**src/rtl/fetch_pkg.sv**
```systemverilog
`default_nettype none
// ============================================================================
// Module      : fetch_pkg
// Description : Shared types and constants for the instruction fetch unit:
//               FSM state encoding, NOP reset word and HALT opcode.
// Revision    : 1.0 - initial release
// ============================================================================
package fetch_pkg;

    typedef enum logic [1:0] {
        FETCH  = 2'd0,
        WAIT   = 2'd1,
        HOLD   = 2'd2,
        HALTED = 2'd3
    } state_e;

    localparam logic [15:0] c_NOP_INSTR   = 16'h0800;
    localparam logic [4:0]  c_HALT_OPCODE = 5'b00000;

    // An instruction is a HALT when its major opcode field is all zero.
    function automatic logic is_halt(input logic [15:0] word);
        return word[15:11] == c_HALT_OPCODE;
    endfunction

endpackage
`default_nettype wire

```
**src/rtl/fetch_if.sv**
```systemverilog
`default_nettype none
// ============================================================================
// Module      : fetch_if
// Description : Fetch-unit bus: redirect/stall controls, instruction-memory
//               handshake and decode-facing outputs. The err signal exists
//               only when FETCH_ALIGN_CHK_EN is defined.
// Revision    : 1.0 - initial release
// ============================================================================
interface fetch_if;
    logic [15:0] newPC;
    logic        pcSel;
    logic        stall;
    logic [15:0] imem_addr;
    logic        imem_rd;
    logic [15:0] imem_rdata;
    logic        imem_ready;
    logic [15:0] instr;
    logic [15:0] pc2;
    logic        instr_valid;
    logic        halted;
`ifdef FETCH_ALIGN_CHK_EN
    logic        err;
`endif

    modport master (
        input  newPC, pcSel, stall, imem_rdata, imem_ready,
`ifdef FETCH_ALIGN_CHK_EN
        output err,
`endif
        output imem_addr, imem_rd, instr, pc2, instr_valid, halted
    );

    modport slave (
        output newPC, pcSel, stall, imem_rdata, imem_ready,
`ifdef FETCH_ALIGN_CHK_EN
        input  err,
`endif
        input  imem_addr, imem_rd, instr, pc2, instr_valid, halted
    );
endinterface
`default_nettype wire

```
**src/rtl/fetch_skid.sv**
```systemverilog
`default_nettype none
// ============================================================================
// Module      : fetch_skid
// Description : One-entry skid register holding an accepted instruction and
//               its PC+2 while decode is stalled. Clear wins over load.
// Revision    : 1.0 - initial release
// ============================================================================
module fetch_skid
    import fetch_pkg::*;
(
    input  wire logic        clk,
    input  wire logic        rst,
    input  wire logic        load_i,
    input  wire logic        clear_i,
    input  wire logic [15:0] instr_i,
    input  wire logic [15:0] pc2_i,
    output logic             valid_o,
    output logic [15:0]      instr_o,
    output logic [15:0]      pc2_o
);

    logic        valid_q;
    logic [15:0] instr_q;
    logic [15:0] pc2_q;

    // Capture a parked word on load, drop it on clear.
    always_ff @(posedge clk or posedge rst) begin
        if (rst) begin
            valid_q <= 1'b0;
            instr_q <= c_NOP_INSTR;
            pc2_q   <= 16'h0000;
        end else if (clear_i) begin
            valid_q <= 1'b0;
        end else if (load_i) begin
            valid_q <= 1'b1;
            instr_q <= instr_i;
            pc2_q   <= pc2_i;
        end
    end

    assign valid_o = valid_q;
    assign instr_o = instr_q;
    assign pc2_o   = pc2_q;

endmodule
`default_nettype wire

```
**src/rtl/fetch.sv**
```systemverilog
`default_nettype none
// ============================================================================
// Module      : fetch
// Description : 16-bit instruction fetch unit with request/ready memory
//               handshake, decode stall with one-entry skid, redirect with
//               squash of in-flight responses, and HALT detection.
//               Optional misaligned-PC trap enabled by FETCH_ALIGN_CHK_EN.
// Revision    : 1.0 - initial release
// ============================================================================
module fetch
    import fetch_pkg::*;
#(
    parameter logic [15:0] RESET_PC = 16'h0000
) (
    input  wire logic clk,
    input  wire logic rst,
    fetch_if.master   bus
);

    state_e      state_q, state_d;
    logic [15:0] pc_q, pc_d;
    logic [15:0] addr_q, addr_d;
    logic [15:0] instr_q, instr_d;
    logic [15:0] pc2_q, pc2_d;
    logic        valid_q, valid_d;
    logic        halted_q, halted_d;
    logic        squash_q, squash_d;

    logic        w_rd;
    logic        w_take;
    logic        w_pc_odd;
    logic        w_align_fault;
    logic        w_skid_load;
    logic        w_skid_clear;
    logic        w_skid_valid;
    logic [15:0] w_skid_instr;
    logic [15:0] w_skid_pc2;
    logic [15:0] w_fetch_addr;
    logic [15:0] w_next_pc;

`ifdef FETCH_ALIGN_CHK_EN
    logic err_q;

    assign w_pc_odd      = (state_q == FETCH) && pc_q[0];
    assign w_align_fault = (state_q != HALTED) && ((bus.pcSel && bus.newPC[0]) || w_pc_odd);

    // Sticky alignment error; only reset clears it.
    always_ff @(posedge clk or posedge rst) begin
        if (rst) begin
            err_q <= 1'b0;
        end else if (w_align_fault) begin
            err_q <= 1'b1;
        end
    end

    assign bus.err = err_q;
`else
    assign w_pc_odd      = 1'b0;
    assign w_align_fault = 1'b0;
`endif

    // WAIT keeps the issued address even after a redirect moved pc_q.
    assign w_fetch_addr  = (state_q == WAIT) ? addr_q : pc_q;
    assign w_next_pc     = w_fetch_addr + 16'd2;
    assign w_rd          = !rst && (((state_q == FETCH) && !bus.stall && !w_pc_odd) ||
                                    (state_q == WAIT));

    assign bus.imem_rd     = w_rd;
    assign bus.imem_addr   = w_fetch_addr;
    assign bus.instr       = instr_q;
    assign bus.pc2         = pc2_q;
    assign bus.instr_valid = valid_q;
    assign bus.halted      = halted_q;

    fetch_skid u_skid (
        .clk     (clk),
        .rst     (rst),
        .load_i  (w_skid_load),
        .clear_i (w_skid_clear),
        .instr_i (bus.imem_rdata),
        .pc2_i   (w_next_pc),
        .valid_o (w_skid_valid),
        .instr_o (w_skid_instr),
        .pc2_o   (w_skid_pc2)
    );

    // State and datapath registers.
    always_ff @(posedge clk or posedge rst) begin
        if (rst) begin
            state_q  <= FETCH;
            pc_q     <= RESET_PC;
            addr_q   <= RESET_PC;
            instr_q  <= c_NOP_INSTR;
            pc2_q    <= 16'h0000;
            valid_q  <= 1'b0;
            halted_q <= 1'b0;
            squash_q <= 1'b0;
        end else begin
            state_q  <= state_d;
            pc_q     <= pc_d;
            addr_q   <= addr_d;
            instr_q  <= instr_d;
            pc2_q    <= pc2_d;
            valid_q  <= valid_d;
            halted_q <= halted_d;
            squash_q <= squash_d;
        end
    end

    // Next-state: halt/fault first, then redirect, then normal fetch flow.
    always_comb begin
        state_d      = state_q;
        pc_d         = pc_q;
        addr_d       = addr_q;
        instr_d      = instr_q;
        pc2_d        = pc2_q;
        valid_d      = valid_q;
        halted_d     = halted_q;
        squash_d     = squash_q;
        w_take       = 1'b0;
        w_skid_load  = 1'b0;
        w_skid_clear = 1'b0;

        if (state_q == HALTED) begin
            valid_d  = 1'b0;
            halted_d = 1'b1;
        end else if (w_align_fault) begin
            state_d      = HALTED;
            valid_d      = 1'b0;
            halted_d     = 1'b1;
            squash_d     = 1'b0;
            w_skid_clear = 1'b1;
        end else if (bus.pcSel) begin
            pc_d         = bus.newPC;
            valid_d      = 1'b0;
            w_skid_clear = 1'b1;
            // A response still in flight must be swallowed when it arrives.
            if ((state_q == WAIT) && !bus.imem_ready) begin
                squash_d = 1'b1;
                state_d  = WAIT;
            end else begin
                squash_d = 1'b0;
                state_d  = FETCH;
            end
        end else begin
            case (state_q)
                FETCH: begin
                    if (!bus.stall) begin
                        addr_d = pc_q;
                        if (bus.imem_ready) begin
                            w_take = 1'b1;
                        end else begin
                            valid_d = 1'b0;
                            state_d = WAIT;
                        end
                    end
                end
                WAIT: begin
                    if (bus.imem_ready) begin
                        if (squash_q) begin
                            squash_d = 1'b0;
                            state_d  = FETCH;
                            if (!bus.stall) valid_d = 1'b0;
                        end else begin
                            w_take = 1'b1;
                        end
                    end else if (!bus.stall) begin
                        valid_d = 1'b0;
                    end
                end
                HOLD: begin
                    if (!bus.stall && w_skid_valid) begin
                        instr_d      = w_skid_instr;
                        pc2_d        = w_skid_pc2;
                        valid_d      = 1'b1;
                        w_skid_clear = 1'b1;
                        state_d      = is_halt(w_skid_instr) ? HALTED : FETCH;
                    end
                end
                default: ;
            endcase

            if (w_take) begin
                pc_d = w_next_pc;
                if (bus.stall) begin
                    w_skid_load = 1'b1;
                    state_d     = HOLD;
                end else begin
                    instr_d = bus.imem_rdata;
                    pc2_d   = w_next_pc;
                    valid_d = 1'b1;
                    state_d = is_halt(bus.imem_rdata) ? HALTED : FETCH;
                end
            end
        end
    end

endmodule
`default_nettype wire

```
**src/flat_wrapper.sv**
```systemverilog
// flat-port wrapper written by rule: the top's interface ports become plain ports
module fetch_flat import fetch_pkg::*;
#(
    parameter logic [15:0] RESET_PC = 16'h0000
)
  (clk, rst, bus_newPC, bus_pcSel, bus_stall, bus_imem_rdata, bus_imem_ready, bus_imem_addr, bus_imem_rd, bus_instr, bus_pc2, bus_instr_valid, bus_halted);
  fetch_if bus_i ();
  input  wire logic clk;
  input  wire logic rst;
  input wire logic [$bits(bus_i.newPC)-1:0] bus_newPC;
  input wire logic [$bits(bus_i.pcSel)-1:0] bus_pcSel;
  input wire logic [$bits(bus_i.stall)-1:0] bus_stall;
  input wire logic [$bits(bus_i.imem_rdata)-1:0] bus_imem_rdata;
  input wire logic [$bits(bus_i.imem_ready)-1:0] bus_imem_ready;
  output wire logic [$bits(bus_i.imem_addr)-1:0] bus_imem_addr;
  output wire logic [$bits(bus_i.imem_rd)-1:0] bus_imem_rd;
  output wire logic [$bits(bus_i.instr)-1:0] bus_instr;
  output wire logic [$bits(bus_i.pc2)-1:0] bus_pc2;
  output wire logic [$bits(bus_i.instr_valid)-1:0] bus_instr_valid;
  output wire logic [$bits(bus_i.halted)-1:0] bus_halted;
  assign bus_i.newPC = bus_newPC;
  assign bus_i.pcSel = bus_pcSel;
  assign bus_i.stall = bus_stall;
  assign bus_i.imem_rdata = bus_imem_rdata;
  assign bus_i.imem_ready = bus_imem_ready;
  assign bus_imem_addr = bus_i.imem_addr;
  assign bus_imem_rd = bus_i.imem_rd;
  assign bus_instr = bus_i.instr;
  assign bus_pc2 = bus_i.pc2;
  assign bus_instr_valid = bus_i.instr_valid;
  assign bus_halted = bus_i.halted;
  fetch #(.RESET_PC(RESET_PC)) u_core (.clk(clk), .rst(rst), .bus(bus_i));
endmodule
```
**config.mk**
```make
export PLATFORM = sky130hd
export DESIGN_NAME = fetch_flat
export DESIGN_NICKNAME = d
export VERILOG_FILES = /design/src/rtl/fetch_pkg.sv /design/src/rtl/fetch_if.sv /design/src/rtl/fetch_skid.sv /design/src/rtl/fetch.sv /design/src/flat_wrapper.sv
export SDC_FILE = /design/constraint.sdc
export NUM_CORES = 1
export LEC_CHECK = 0
export BUFFER_PORTS_ARGS = -buffer_cell sky130_fd_sc_hd__buf_2
export CAP_MARGIN = 20
export CORE_MARGIN = 1
export CORE_UTILIZATION = 50
export DETAILED_ROUTE_END_ITERATION = 8
export GPL_TIMING_DRIVEN = 0
export PLACE_DENSITY = 0.69
export SKIP_CTS_REPAIR_TIMING = 1
export SYNTH_ARGS = -nofsm -noshare
export SYNTH_HDL_FRONTEND = slang
export SYNTH_SLANG_ARGS = --single-unit
```
**constraint.sdc**
```tcl
create_clock -name clk -period 3.9 [get_ports clk]
set_clock_uncertainty 0.2 [all_clocks]
set_input_delay 0.39 -clock clk [delete_from_list [all_inputs] [get_ports clk]]
set_output_delay 0.39 -clock clk [all_outputs]
set_load 0.1 [all_outputs]
```
==> metrics.md <==
| Metric | Value |
|---|---|
| Status | `completed` |
| Die Area | `roughly 10000 sq um` |
| Residual DRC | `0` |
| Ys flop type | `dfrtp_1` |
| Cell count after placement | `between 600 and 700` |
| Warnings from Yosys | `0` |
| Final wirelength | `approximately 13000 microns` |
| Critical-path cell list | `inv_1, ha_1, buf_6, buf_6, buf_6, buf_2, mux2_2, ha_1, nand4b_1, nand2_1, nand3_1, xor2_1, o21ai_0` |
| Routed Antenna Nets | `0` |
| #FFs+latches synth | `102` |
| # IOs | `between 80 and 90` |
| Met3 WL post-DR | `736 microns` |
| Clock Latency Late Sink | `between 0.3 and 0.4 ns` |
| Ys async rst share | `between 90% and 100%` |
| Register clock-pin slew on the reported worst setup and hold paths | `approximately 0.11 ns` |
| Initial Util | `51.5%` |
| Area of the multi-input gates | `about 2300 sq um` |
| Syn Area/Cell | `between 10 and 15 sq um` |
| Cell Count, Final, Fillers Out | `around 710` |
| Final min period | `between 3 and 4 ns` |
| H-tree levels | `3` |
| Layout Nets | `a little over 600` |
| Metal-1 WL | `roughly 5700 microns` |
| GR Overflow Total | `0` |
| Most used cell, CP | `buf_6` |
| Setup_tns | `0 ns` |
| Commonest non-fill, non-tap cells in the layout | `dfrtp_1 (100), buf_2 (98), mux2_2 (48)` |
| Antenna violations before repair | `0` |
| Wire per inst | `between 15 and 20 microns` |
| Number of global-route vias before repair | `3995` |
| 1st-iter DRT viols | `about 200` |
| TritonCTS clock tree | `done` |
| Gpl congestion | `0.918` |
| Clock buffer depth | `2` |
| Post-synth EDFFs | `0` |
| Final worst-path cycle share | `approximately 88%` |
| CP max stage cell | `dfrtp_1` |
| Syn-to-layout area delta | `16.4%` |
| Fin worst setup slack | `between 0.4 and 0.5 ns` |
| Met2 WL | `roughly 6000 microns` |
| Fmax | `between 200 and 300 MHz` |
| Crit path DAT | `3.48 ns` |
| CTS sink cnt | `about 100` |
| Die height | `102 microns` |
| Max Used Layer | `met4` |
| Startpoint types | `register` |
| Via count | `about 4200` |
| Post-synthesis cell count | `between 400 and 500` |
| Die Wd | `just over 100 microns` |
| Placement-stage worst setup slack | `between 0.5 and 0.6 ns` |
| Num CTS Buffers | `9` |
| Largest net degree at the start of global routing | `66` |
| Fill count | `895` |
| CP Max Fanout | `10` |
| Normalized max-slew margin | `between 50 and 60%` |
| Commonest non-fill, non-tap cell in the layout | `dfrtp_1` |
| Crit path largest cell delay | `~0.41 ns` |
| Fraction of layout cells with a size suffix above 1 | `around a third` |
| Setup CP Type | `register to register` |
| Register area | `roughly 2600 sq um` |
| Slew @ Worst Pin | `a little over 0.6 ns` |
| Hold Path Class | `input port to register` |
| First-pass GRT wire length | `20300 microns` |
| Worst setup EP type | `register` |
| Mapped Nets | `roughly 520` |
| DR pass1 iterations | `4` |
| Core area | `around 9800 sq um` |
| Sequential-to-total area share from yosys stat | `approximately half` |
| GR Util All Layers | `approximately a quarter` |
| Hold Vio Cnt, Final | `0` |
| Max Cap Viol | `0` |
| Port bufs | `between 80 and 90` |
| Vias/cell | `5.85` |
| DP Wirelength | `roughly 9000 microns` |
| Synth unique cells | `56` |
| Clock Tree Root | `clkbuf_8` |
| Setup Viol. Count Final | `0` |
| RSZ-0062 raised after global routing | `false` |
| Std-Cell Rows | `36` |
| Worst path required time | `just under 4 ns` |
| Finished Core Util | `roughly 60%` |
| Slew Limit Fails | `0` |
| Post-Synthesis Cell Area | `approximately 5000 sq um` |
| Number of diodes | `0` |
## per-stage QoR
step,instance area (sq um),hold WS [ns]
after global placement,5630,0.250
final,5860,0.0638
after CTS,5850,-0.134
after detailed placement,5660,0.251
after global routing,5860,0.0416
after floorplan,5030,0.245
## worst max-delay path, delay by kind of cell (launching register included)
family	cells	cell delay, ns
adder cells (fa/ha/maj)	2	0.42
XOR/XNOR	1	0.31
AND/OR/NAND/NOR	3	0.50
buffers and inverters	5	0.91
AO/OA/AOI/OAI	1	0.14
flip-flops	1	0.41
multiplexers	1	0.40
## synthesized netlist by cell type, types with 2 or more instances
cell        n  area [sq um]
a21o_1      2          15.0
and3_1      4          25.0
and2b_1     2          15.0
a21oi_2     2          17.5
a31oi_1     4          25.0
a21oi_1    42           210
o21ai_0    25           125
o22ai_1    21           131
inv_1      11          41.3
xnor2_1     5          43.8
o32ai_1     4          35.0
nand4b_4    2          47.6
nand4b_1    2          17.5
buf_2      12          60.1
nand2_1    45           169
a32oi_1     6          52.6
nor2_1     36           135
nand3b_1    3          22.5
mux2i_1    11           110
nand4_1     5          31.3
nand3_1    14          70.1
o21a_1      3          22.5
ha_1        5          62.6
mux2_2     48           541
o211ai_1    7          52.6
dfrtp_1   100          2500
buf_6       3          33.8
xor2_1      5          43.8
buf_4       2          15.0
o21ai_1     7          35.0
nor3_1      2          10.0
dfstp_2     2          52.6
clkbuf_1   10          37.5
## cells by family (layout without fill, tap and decap cells)
family | count (synthesis) | after routing | share of synthesized area, %
AND/OR/NAND/NOR | 126 | 126 | 12.8
buffers and inverters | 39 | 143 | 3.80
flip-flops | 102 | 102 | 50.7
XOR/XNOR | 10 | 10 | 1.74
multiplexers | 59 | 59 | 12.9
AO/OA/AOI/OAI | 134 | 134 | 16.7
adder cells (fa/ha/maj) | 5 | 5 | 1.24
## routing by layer
layer | global-route usage, % | vias up
li1 | - | 1935
met1 | 34.1 | 2064
met2 | 41.5 | 145
met3 | 5.61 | 18
met4 | 8.35 | 0
met5 | 0 | -
## state kept, by name (all words and copies together) (netlist names), 2 cells and up
signal                 count
u_core.addr_q             16
u_core.pc_q               16
u_core.bus.instr          16
u_core.bus.pc2            16
u_core.u_skid.instr_o     16
u_core.u_skid.pc2_o       16
u_core.state_q             2
## cell type report
cell class / instances / share of cell area [%]
multi-input cells: 334 / 39.0
clock buffers: 10 / 2.18
flip-flops and latches: 102 / 43.6
inverters: 12 / 0.811
plain buffers: 27 / 2.50
clock inverters: 6 / 1.07
repair buffers: 88 / 7.98
well taps: 133 / 2.84
## final timing paths
| kind | cells after the start | start | end | slack [ns] |
|---|---|---|---|---|
| max | 13 | u_core.state_q[1] | u_core.bus.pc2[9] | 0.46 |
| min | 2 | bus_imem_rdata[8] | u_core.u_skid.instr_o[8] | 0.06 |
| max reg2reg | 13 | u_core.state_q[1] | u_core.bus.pc2[9] | 0.46 |
| min reg2reg | 1 | u_core.bus.halted | u_core.bus.halted | 0.27 |
| max in group asynchronous | 4 | rst | u_core.u_skid.instr_o[11] | 2.36 |
| min in group asynchronous | 3 | rst | u_core.addr_q[8] | 0.41 |
Power is not shown: default switching activity piles up to over one toggle a cycle in this logic, so the estimate is an artifact.
